===== config.mk =====
export PLATFORM = sky130hd
export DESIGN_NAME = pulse_burst_tx
export DESIGN_NICKNAME = d
export VERILOG_FILES = /design/src/rtl/pulse_burst_tx_pkg.sv /design/src/rtl/pulse_burst_tx_phase_timer.sv /design/src/rtl/pulse_burst_tx.sv
export SDC_FILE = /design/constraint.sdc
export NUM_CORES = 1
export LEC_CHECK = 0
export BUFFER_PORTS_ARGS = -buffer_cell sky130_fd_sc_hd__buf_2
export CORE_ASPECT_RATIO = 0.7
export CORE_MARGIN = 3
export CORE_UTILIZATION = 49
export CTS_CLUSTER_SIZE = 16
export DETAILED_ROUTE_END_ITERATION = 6
export PLACE_DENSITY = 0.7
export SLEW_MARGIN = 15
export SYNTH_ARGS = -nofsm -noshare
export SYNTH_HDL_FRONTEND = slang
export SYNTH_HIERARCHICAL = 1
export SYNTH_SLANG_ARGS = --single-unit

===== constraint.sdc =====
create_clock -name sys_clk -period 5.7 [get_ports sys_clk]
set_input_delay 0.855 -clock sys_clk [delete_from_list [all_inputs] [get_ports sys_clk]]
set_output_delay 0.855 -clock sys_clk [all_outputs]
set_load 0.02 [all_outputs]

===== src/rtl/pulse_burst_tx_pkg.sv =====
// Shared types and helpers for the pin-pulse transmitter.
package pulse_tx_pkg;

  typedef enum logic [1:0] {
    IDLE = 2'd0,
    HIGH = 2'd1,
    LOW  = 2'd2
  } state_t;

  localparam int CNT_W_DEF = 16;

  // Phase-timer width: enough bits to hold max(high_cyc, low_cyc) - 1.
  // Never narrower than one bit, so 1-cycle phases still get a legal vector.
  function automatic int timer_w(input int high_cyc, input int low_cyc);
    int m;
    m = (high_cyc > low_cyc) ? high_cyc : low_cyc;
    return (m < 2) ? 1 : $clog2(m);
  endfunction

endpackage


===== src/rtl/pulse_burst_tx_phase_timer.sv =====
// Loadable down-counter shared by the HIGH and LOW phases of the pulse FSM.
// o_expire is high while the count sits at zero, i.e. in the last cycle of a phase.
module phase_timer #(
  parameter int W = 2
) (
  input  logic         i_clk,
  input  logic         i_rst_n,
  input  logic         i_load,
  input  logic [W-1:0] i_value,
  output logic         o_expire
);

  logic [W-1:0] r_count;

  // Load on phase entry, otherwise count down and park at zero.
  always_ff @(posedge i_clk or negedge i_rst_n) begin
    if (!i_rst_n) begin
      r_count <= '0;
    end else if (i_load) begin
      r_count <= i_value;
    end else if (r_count != '0) begin
      r_count <= r_count - 1'b1;
    end
  end

  assign o_expire = (r_count == '0);

endmodule


===== src/rtl/pulse_burst_tx.sv =====
// Pin-pulse transmitter: accepts a count over valid/ready and emits that many
// fixed-width pulses on pulse_out, with abort and completion strobes.
//
// Handshake: a request is taken on a rising edge where req_valid and req_ready
// are both high; req_count is sampled only at that edge. req_ready is high
// whenever the FSM is IDLE, including the cycle that carries done, so a new
// burst can be queued back-to-back.
module pulse_burst_tx
  import pulse_tx_pkg::*;
#(
  parameter int CNT_W    = CNT_W_DEF,
  parameter int HIGH_CYC = 4,
  parameter int LOW_CYC  = 4
) (
  input  logic             sys_clk,
  input  logic             sys_rst_n,
  input  logic             req_valid,
  input  logic [CNT_W-1:0] req_count,
  output logic             req_ready,
  input  logic             abort,
  output logic             pulse_out,
  output logic             busy,
  output logic             done,
  output logic             aborted,
  output logic [CNT_W-1:0] pulses_sent,
  output logic [1:0]       dbg_state
);

  localparam int TMR_W = timer_w(HIGH_CYC, LOW_CYC);
  localparam logic [TMR_W-1:0] HIGH_LD = TMR_W'(HIGH_CYC - 1);
  localparam logic [TMR_W-1:0] LOW_LD  = TMR_W'(LOW_CYC - 1);

  state_t           r_state;
  logic [CNT_W-1:0] r_remaining;
  logic [CNT_W-1:0] r_pulses_sent;
  logic             r_pulse_out;
  logic             r_busy;
  logic             r_done;
  logic             r_aborted;

  logic             w_handshake;
  logic             w_load;
  logic [TMR_W-1:0] w_load_val;
  logic             w_expire;

  assign w_handshake = req_valid & ~r_busy;

  // The timer is held at HIGH_LD while idle, so entering HIGH needs no extra
  // load; every phase end reloads it for whichever phase comes next.
  assign w_load     = (r_state == IDLE) | w_expire;
  assign w_load_val = (r_state == HIGH) ? LOW_LD : HIGH_LD;

  phase_timer #(
    .W(TMR_W)
  ) u_phase_timer (
    .i_clk    (sys_clk),
    .i_rst_n  (sys_rst_n),
    .i_load   (w_load),
    .i_value  (w_load_val),
    .o_expire (w_expire)
  );

  // Burst FSM with registered pin, status strobes and counters.
  always_ff @(posedge sys_clk or negedge sys_rst_n) begin
    if (!sys_rst_n) begin
      r_state       <= IDLE;
      r_remaining   <= '0;
      r_pulses_sent <= '0;
      r_pulse_out   <= 1'b0;
      r_busy        <= 1'b0;
      r_done        <= 1'b0;
      r_aborted     <= 1'b0;
    end else begin
      r_done    <= 1'b0;
      r_aborted <= 1'b0;
      case (r_state)
        IDLE: begin
          // abort is deliberately not looked at here.
          if (w_handshake) begin
            if (req_count != '0) begin
              r_remaining   <= req_count;
              r_pulses_sent <= CNT_W'(1);
              r_pulse_out   <= 1'b1;
              r_busy        <= 1'b1;
              r_state       <= HIGH;
            end else begin
              r_pulses_sent <= '0;
              r_done        <= 1'b1;
            end
          end
        end
        HIGH: begin
          if (abort) begin
            r_pulse_out <= 1'b0;
            r_busy      <= 1'b0;
            r_done      <= 1'b1;
            r_aborted   <= 1'b1;
            r_state     <= IDLE;
          end else if (w_expire) begin
            r_pulse_out <= 1'b0;
            r_state     <= LOW;
          end
        end
        LOW: begin
          if (abort) begin
            r_busy    <= 1'b0;
            r_done    <= 1'b1;
            r_aborted <= 1'b1;
            r_state   <= IDLE;
          end else if (w_expire) begin
            r_remaining <= r_remaining - 1'b1;
            if (r_remaining == CNT_W'(1)) begin
              r_busy  <= 1'b0;
              r_done  <= 1'b1;
              r_state <= IDLE;
            end else begin
              r_pulse_out <= 1'b1;
              r_state     <= HIGH;
              if (r_pulses_sent != '1) begin
                r_pulses_sent <= r_pulses_sent + 1'b1;
              end
            end
          end
        end
        default: begin
          r_pulse_out <= 1'b0;
          r_busy      <= 1'b0;
          r_state     <= IDLE;
        end
      endcase
    end
  end

  assign pulse_out   = r_pulse_out;
  assign busy        = r_busy;
  assign req_ready   = ~r_busy;
  assign done        = r_done;
  assign aborted     = r_aborted;
  assign pulses_sent = r_pulses_sent;
  assign dbg_state   = r_state;

endmodule


==> metrics, run 1 <==
status=finished clean; maxcap violations=0; Via-to-Cell Ratio=6.14; Worst-path clk slew=roughly 0.08 ns; Via Count=2513; EDFF count, synth=0; final slew viol count=0; die height=around 66 µm; Commonest cells post-synth=dfrtp_1, o21ai_0, a21oi_1; hpwl dp=4.81 mm; Async S/R FF share, synth=100%; Crit path required time=5.93 ns; Worst VDD drop=between 300 and 400 µV; final core utilization=59.4%; Synth warnings=6; die area=a little over 6000 µm²; Final GP Congestion=between 0.8 and 0.9; hold slack final=between 0.5 and 0.6 ns; largest net degree at the start of global routing=41; Setup Crit Path Kind=flip-flop to flip-flop; Max FO, Critical Path=33; Synth area leaders=dfrtp_1, o21ai_0, a21oi_1; drt wl/cell=16.2 µm; net load switching power=between 0.5 and 0.6 mW; CP Launch Type=flip-flop; worst-margin pin slew=0.935 ns; number of CTS-inserted buffers=5; antenna violations before repair=0; total power=~1.3 mW; most frequent cell after synthesis=dfrtp_1; CP cell instances=inv_1 -> ha_1 -> buf_4 -> nand2b_1 -> a22oi_1 -> nand3_1 -> or3_1 -> a21oi_1; RSZ-0062 raised after global routing=no; final std cells w/o fill=slightly above 400; Area growth syn-to-layout=14.3%; Min-Delay Path Class=flip-flop to flip-flop; global-route wire length before repair=~11 mm; Antenna Diode Count=0; DRC errors left=0; Port Buffers=42; Synth Cell Area=approximately 2500 µm²; Mean Syn Cell Area=8.45 µm²; Nets=between 300 and 400; core area=about 4900 µm²; CTS tree=yes; Post-Route WL=around 6.6 mm; Achievable Freq=0.326 GHz; Gate power share=between 40% and 50%; Final Cycle Share=53.9%; skew final=about 0.014 ns; slowest CP cell=a22oi_1; Filler cells=461; setup bufs post-CTS=0; Clock Tree Buf Depth=2; Sw Ratio=45.2%; relative slew slack=a little under two fifths; Initial Utilization=52.0%; Flop pwr share=37.2%; share of layout cells above drive strength 1=16.2%; global route overflow=0; library cells used by synthesis=51; Hold Vio Cnt, Final=0; post-synth top area cell=dfrtp_1; sequential-to-total area share from yosys stat=between 30 and 40%; Placed Instances=401; post-CTS resize count=0; I/O pin count=43; Yosys reg bits=40; family with the most delay on the worst path=simple AND/OR/NAND/NOR gates; Yosys top cell area share=a little under 40%; ANT nets after route=0; Max stage delay on crit path=0.71 ns; clock network power share=18.3%; clock sinks=40; # hold bufs at CTS=0; internal power=between 0.7 and 0.8 mW; num rows=21; crit path time final=3.07 ns; Syn Inst Count=301; Worst Path Buf+Inv=2; Worst Setup End Kind=flip-flop; aggregate global-route resource usage=22.6%; H-tree depth=2; Die X=92.1 µm; DR pass1 iterations=5; PD cells=444 nW/µm²; Synth Flop Type=dfrtp_1; root buffer cell=clkbuf_8; Leakage=1.21 nW; final setup TNS=0 ns; worst skew pair latency=0.30 ns; Starting DRT DRC Count=between 150 and 200; vias in the first global route=~2200; Arr. time, crit path=3.30 ns; Setup-failing EPs final=0
==> area by class of cell <==
class	instances	area (µm²)	share of cell area [%]
clock buffer	6	72.6	2.50
clock inverter	2	35.0	1.21
inverter	13	48.8	1.68
multi-input combinational	236	1440	49.7
sequential	40	1000	34.5
tap	69	86.3	2.97
timing repair buffer	43	218	7.49
==> layer usage <==
metal  vias up  global-route usage [%]  share of wire (%)
met5         -                       0                  0
met4         0                    6.30               0.77
met3         7                    5.69                8.2
met2       105                    32.6                 42
met1      1184                    33.4                 49
li1       1217                       -                  -
==> through the flow <==
stage                     setup slack [ns]  area [µm²]
after global placement                2.73        2800
after detailed placement              2.63        2800
after CTS                             2.67        2900
after global routing                  2.33        2910
after floorplan                       3.42        2550
final                                 2.63        2910
==> worst paths after layout <==
check | from | end | slack, ns | depth (start not counted)
setup reg to reg | dbg_state[0] | pulses_sent[4] | 2.63 | 8
max in group asynchronous | sys_rst_n | r_remaining[15] | 4.41 | 1
min in group asynchronous | sys_rst_n | r_remaining[0] | 0.69 | 1
setup / recovery | dbg_state[0] | pulses_sent[4] | 2.63 | 8
hold reg to reg | pulse_out | pulse_out | 0.51 | 2
hold / removal | pulse_out | pulse_out | 0.51 | 2
==> worst register-to-register path, cell delays in order, from the launching register on <==
cell and delay, ns:
dfrtp_1 0.42, inv_1 0.09, ha_1 0.20, buf_4 0.24, nand2b_1 0.23, a22oi_1 0.71, nand3_1 0.51, or3_1 0.48
a21oi_1 0.15
==> cells by family (layout without fill, tap and decap cells) <==
logic type	after synthesis	in the layout	synth area share [%]
xor gates and xnor gates	2	2	0.689
DFF	40	40	39.4
adders and majority gates	8	8	3.94
and+or+nand+nor	127	127	28.5
AOI/OAI and AO/OA	95	95	22.4
muxes	2	2	0.837
other	1	2	0.147
buffers and inverters	26	64	4.08
==> cells in the final DEF, fill, tap and decap left out, types with 3 or more instances in the layout <==
cell type / Yosys / layout
nand3_1: 14 / 14
nor3b_1: 3 / 3
o22ai_1: 9 / 9
o2111ai_1: 6 / 6
a21oi_1: 25 / 25
buf_2: 5 / 42
a31oi_1: 3 / 3
nor2_1: 17 / 16
nand2_1: 22 / 22
ha_1: 8 / 8
nor3_1: 9 / 9
o21a_1: 4 / 4
nand2b_1: 3 / 3
or3_1: 11 / 11
o211ai_1: 4 / 4
inv_1: 13 / 13
nor4_1: 9 / 9
or4_1: 7 / 7
and3_1: 3 / 3
and4_1: 4 / 4
clkbuf_8: 0 / 5
o21ai_0: 31 / 31
dfrtp_1: 40 / 40
nand4_1: 8 / 8
and2_1: 4 / 4
==> power groups by stage <==
stage / registers (mW) / clock network, mW / logic [mW]
floorplan: 0.486 / 0 / 0.403
global placement: 0.480 / 0 / 0.554
detailed placement: 0.483 / 0 / 0.570
CTS: 0.478 / 0.238 / 0.572
global route: 0.497 / 0.249 / 0.645
finish: 0.479 / 0.236 / 0.574
==> registers in the layout, indices dropped and copies added, names as in the netlist <==
signal,cells
pulses_sent,16
r_remaining,16
dbg_state,2
u_phase_timer/r_count,2
aborted,1
busy,1
done,1
pulse_out,1
Power figures use the tool's default switching activity.
==> run 2: changes to the inputs <==
--- a/config.mk
+++ b/config.mk
@@ -11,7 +11,7 @@
 export CORE_UTILIZATION = 49
 export CTS_CLUSTER_SIZE = 16
 export DETAILED_ROUTE_END_ITERATION = 6
-export PLACE_DENSITY = 0.7
+export PLACE_DENSITY = 0.73
 export SLEW_MARGIN = 15
 export SYNTH_ARGS = -nofsm -noshare
 export SYNTH_HDL_FRONTEND = slang
==> constraint.sdc (replaced) <==
create_clock -name sys_clk -period 2.5 [get_ports sys_clk]
set_input_delay 0.375 -clock sys_clk [delete_from_list [all_inputs] [get_ports sys_clk]]
set_output_delay 0.375 -clock sys_clk [all_outputs]
set_load 0.02 [all_outputs]
==> metrics, run 2 (synthesis gave the netlist of run 1 again) <==
status=finished clean; R2R depth=7; worst skew pair latency=between 0.2 and 0.3 ns; Final Cycle Share=90.9%; aggregate global-route resource usage=23.1%; commonest non-fill, non-tap cell in the layout=buf_2; root buffer cell=clkbuf_8; DR pass1 iterations=5; Max stage delay on crit path=between 0.5 and 0.6 ns; CP Launch Type=flip-flop; Placed Instances=409; largest net degree at the start of global routing=~40; Final WS setup=0.226 ns; Hold Vio Cnt, Final=0; share of layout cells above drive strength 1=18.4%; crit path time final=2.27 ns; commonest cells after routing, fill and taps aside=buf_2, dfrtp_1, o21ai_0; DRC errors left=0; Arr. time, crit path=2.49 ns; Die X=92.1 µm; Area growth syn-to-layout=15.6%; RSZ-0062 raised after global routing=no; drt wl/cell=around 16 µm; CP cell instances=inv_1 -> ha_1 -> nand2b_1 -> a22o_1 -> or4_1 -> or3_1 -> a21oi_1; hpwl dp=5.04 mm; placed inst area=2860 µm²; core area=4890 µm²; skew final=0.00753 ns; Leakage=1.24 nW; Post-Route WL=a little under 7 mm; Worst-path clk slew=0.08 ns; Clock Tree Buf Depth=2; clock sinks=40; total power=2.90 mW; final core utilization=60.2%; Worst Setup End Kind=flip-flop; family with the most delay on the worst path=simple AND/OR/NAND/NOR gates; cell area after layout=2940 µm²; global route overflow=0; relative slew slack=roughly two fifths; final std cells w/o fill=416; FF-to-FF End=pulses_sent[11]; final slew viol count=0; Placement Setup Slack=0.164 ns; # hold bufs at CTS=0; die height=66.3 µm; worst-margin pin slew=0.914 ns; maxcap violations=0; Starting DRT DRC Count=190; setup slack, reg-to-reg=0.23 ns; Final GP Congestion=0.848; global-route wire length before repair=11.2 mm; ANT nets after route=0; PD cells=985 nW/µm²; Setup-failing EPs final=0; num rows=21; H-tree depth=2; Min-Delay Path Class=primary input to async pin; hold slack final=0.224 ns; die area=6100 µm²; Max FO, Critical Path=5; Via Count=approximately 2600; Antenna Diode Count=0; RR Startpoint=dbg_state[0]; Crit path required time=between 2 and 3 ns; CTS tree=yes; Via-to-Cell Ratio=6.28; antenna violations before repair=0; vias in the first global route=2255; Initial Utilization=between 50 and 60%; Port Buffers=42; Worst VDD drop=579 µV; final setup TNS=0 ns; slowest CP cell=or4_1; I/O pin count=43; number of CTS-inserted buffers=5; Achievable Freq=0.440 GHz; Setup Crit Path Kind=flip-flop to flip-flop; Worst Path Buf+Inv=1; Nets=375
==> run 2: how the worst max path moves through the flow <==
stage                       startpoint              end  slack, ns  cells past startpoint
after global routing      dbg_state[1]  pulses_sent[13]       0.02                      7
after global placement    dbg_state[0]  r_remaining[11]       0.28                      8
final                     dbg_state[0]  pulses_sent[11]       0.23                      7
after detailed placement  dbg_state[0]  r_remaining[15]       0.16                      8
after floorplan           dbg_state[0]  pulses_sent[10]       0.25                      7
after CTS                 dbg_state[0]  r_remaining[15]       0.13                      8
==> run 2: final cells by class <==
cell class | count | area (µm²)
multi-input cells | 236 | 1450
clock inverters | 1 | 5.00
inverters | 13 | 48.8
fillers | 459 | 1950
flip-flops and latches | 40 | 1000
well taps | 69 | 86.3
clock buffers | 6 | 72.6
repair buffers | 51 | 278
==> run 2: timing repair <==
action | in CTS | in global routing
endpoints found under the setup margin | 0 | 20
resized for setup | 0 | 3
setup buffers | 0 | 0
==> run 2: where the power goes <==
group / leakage, nW / internal, mW / switching [mW] / total [mW]
sequential: 0.495 / 0.852 / 0.246 / 1.10
combinational: 0.703 / 0.526 / 0.869 / 1.39
clock: 0.0410 / 0.190 / 0.215 / 0.405
total: 1.24 / 1.57 / 1.33 / 2.90
==> run 2: routing by layer <==
layer  vias to the layer above  track usage [%]  wire length (µm)
met5                         -                0                 0
met4                         0             3.33                11
met3                         2             5.46               618
met2                       126             33.0              2900
met1                      1252             35.9              3290
li1                       1234                -                 -
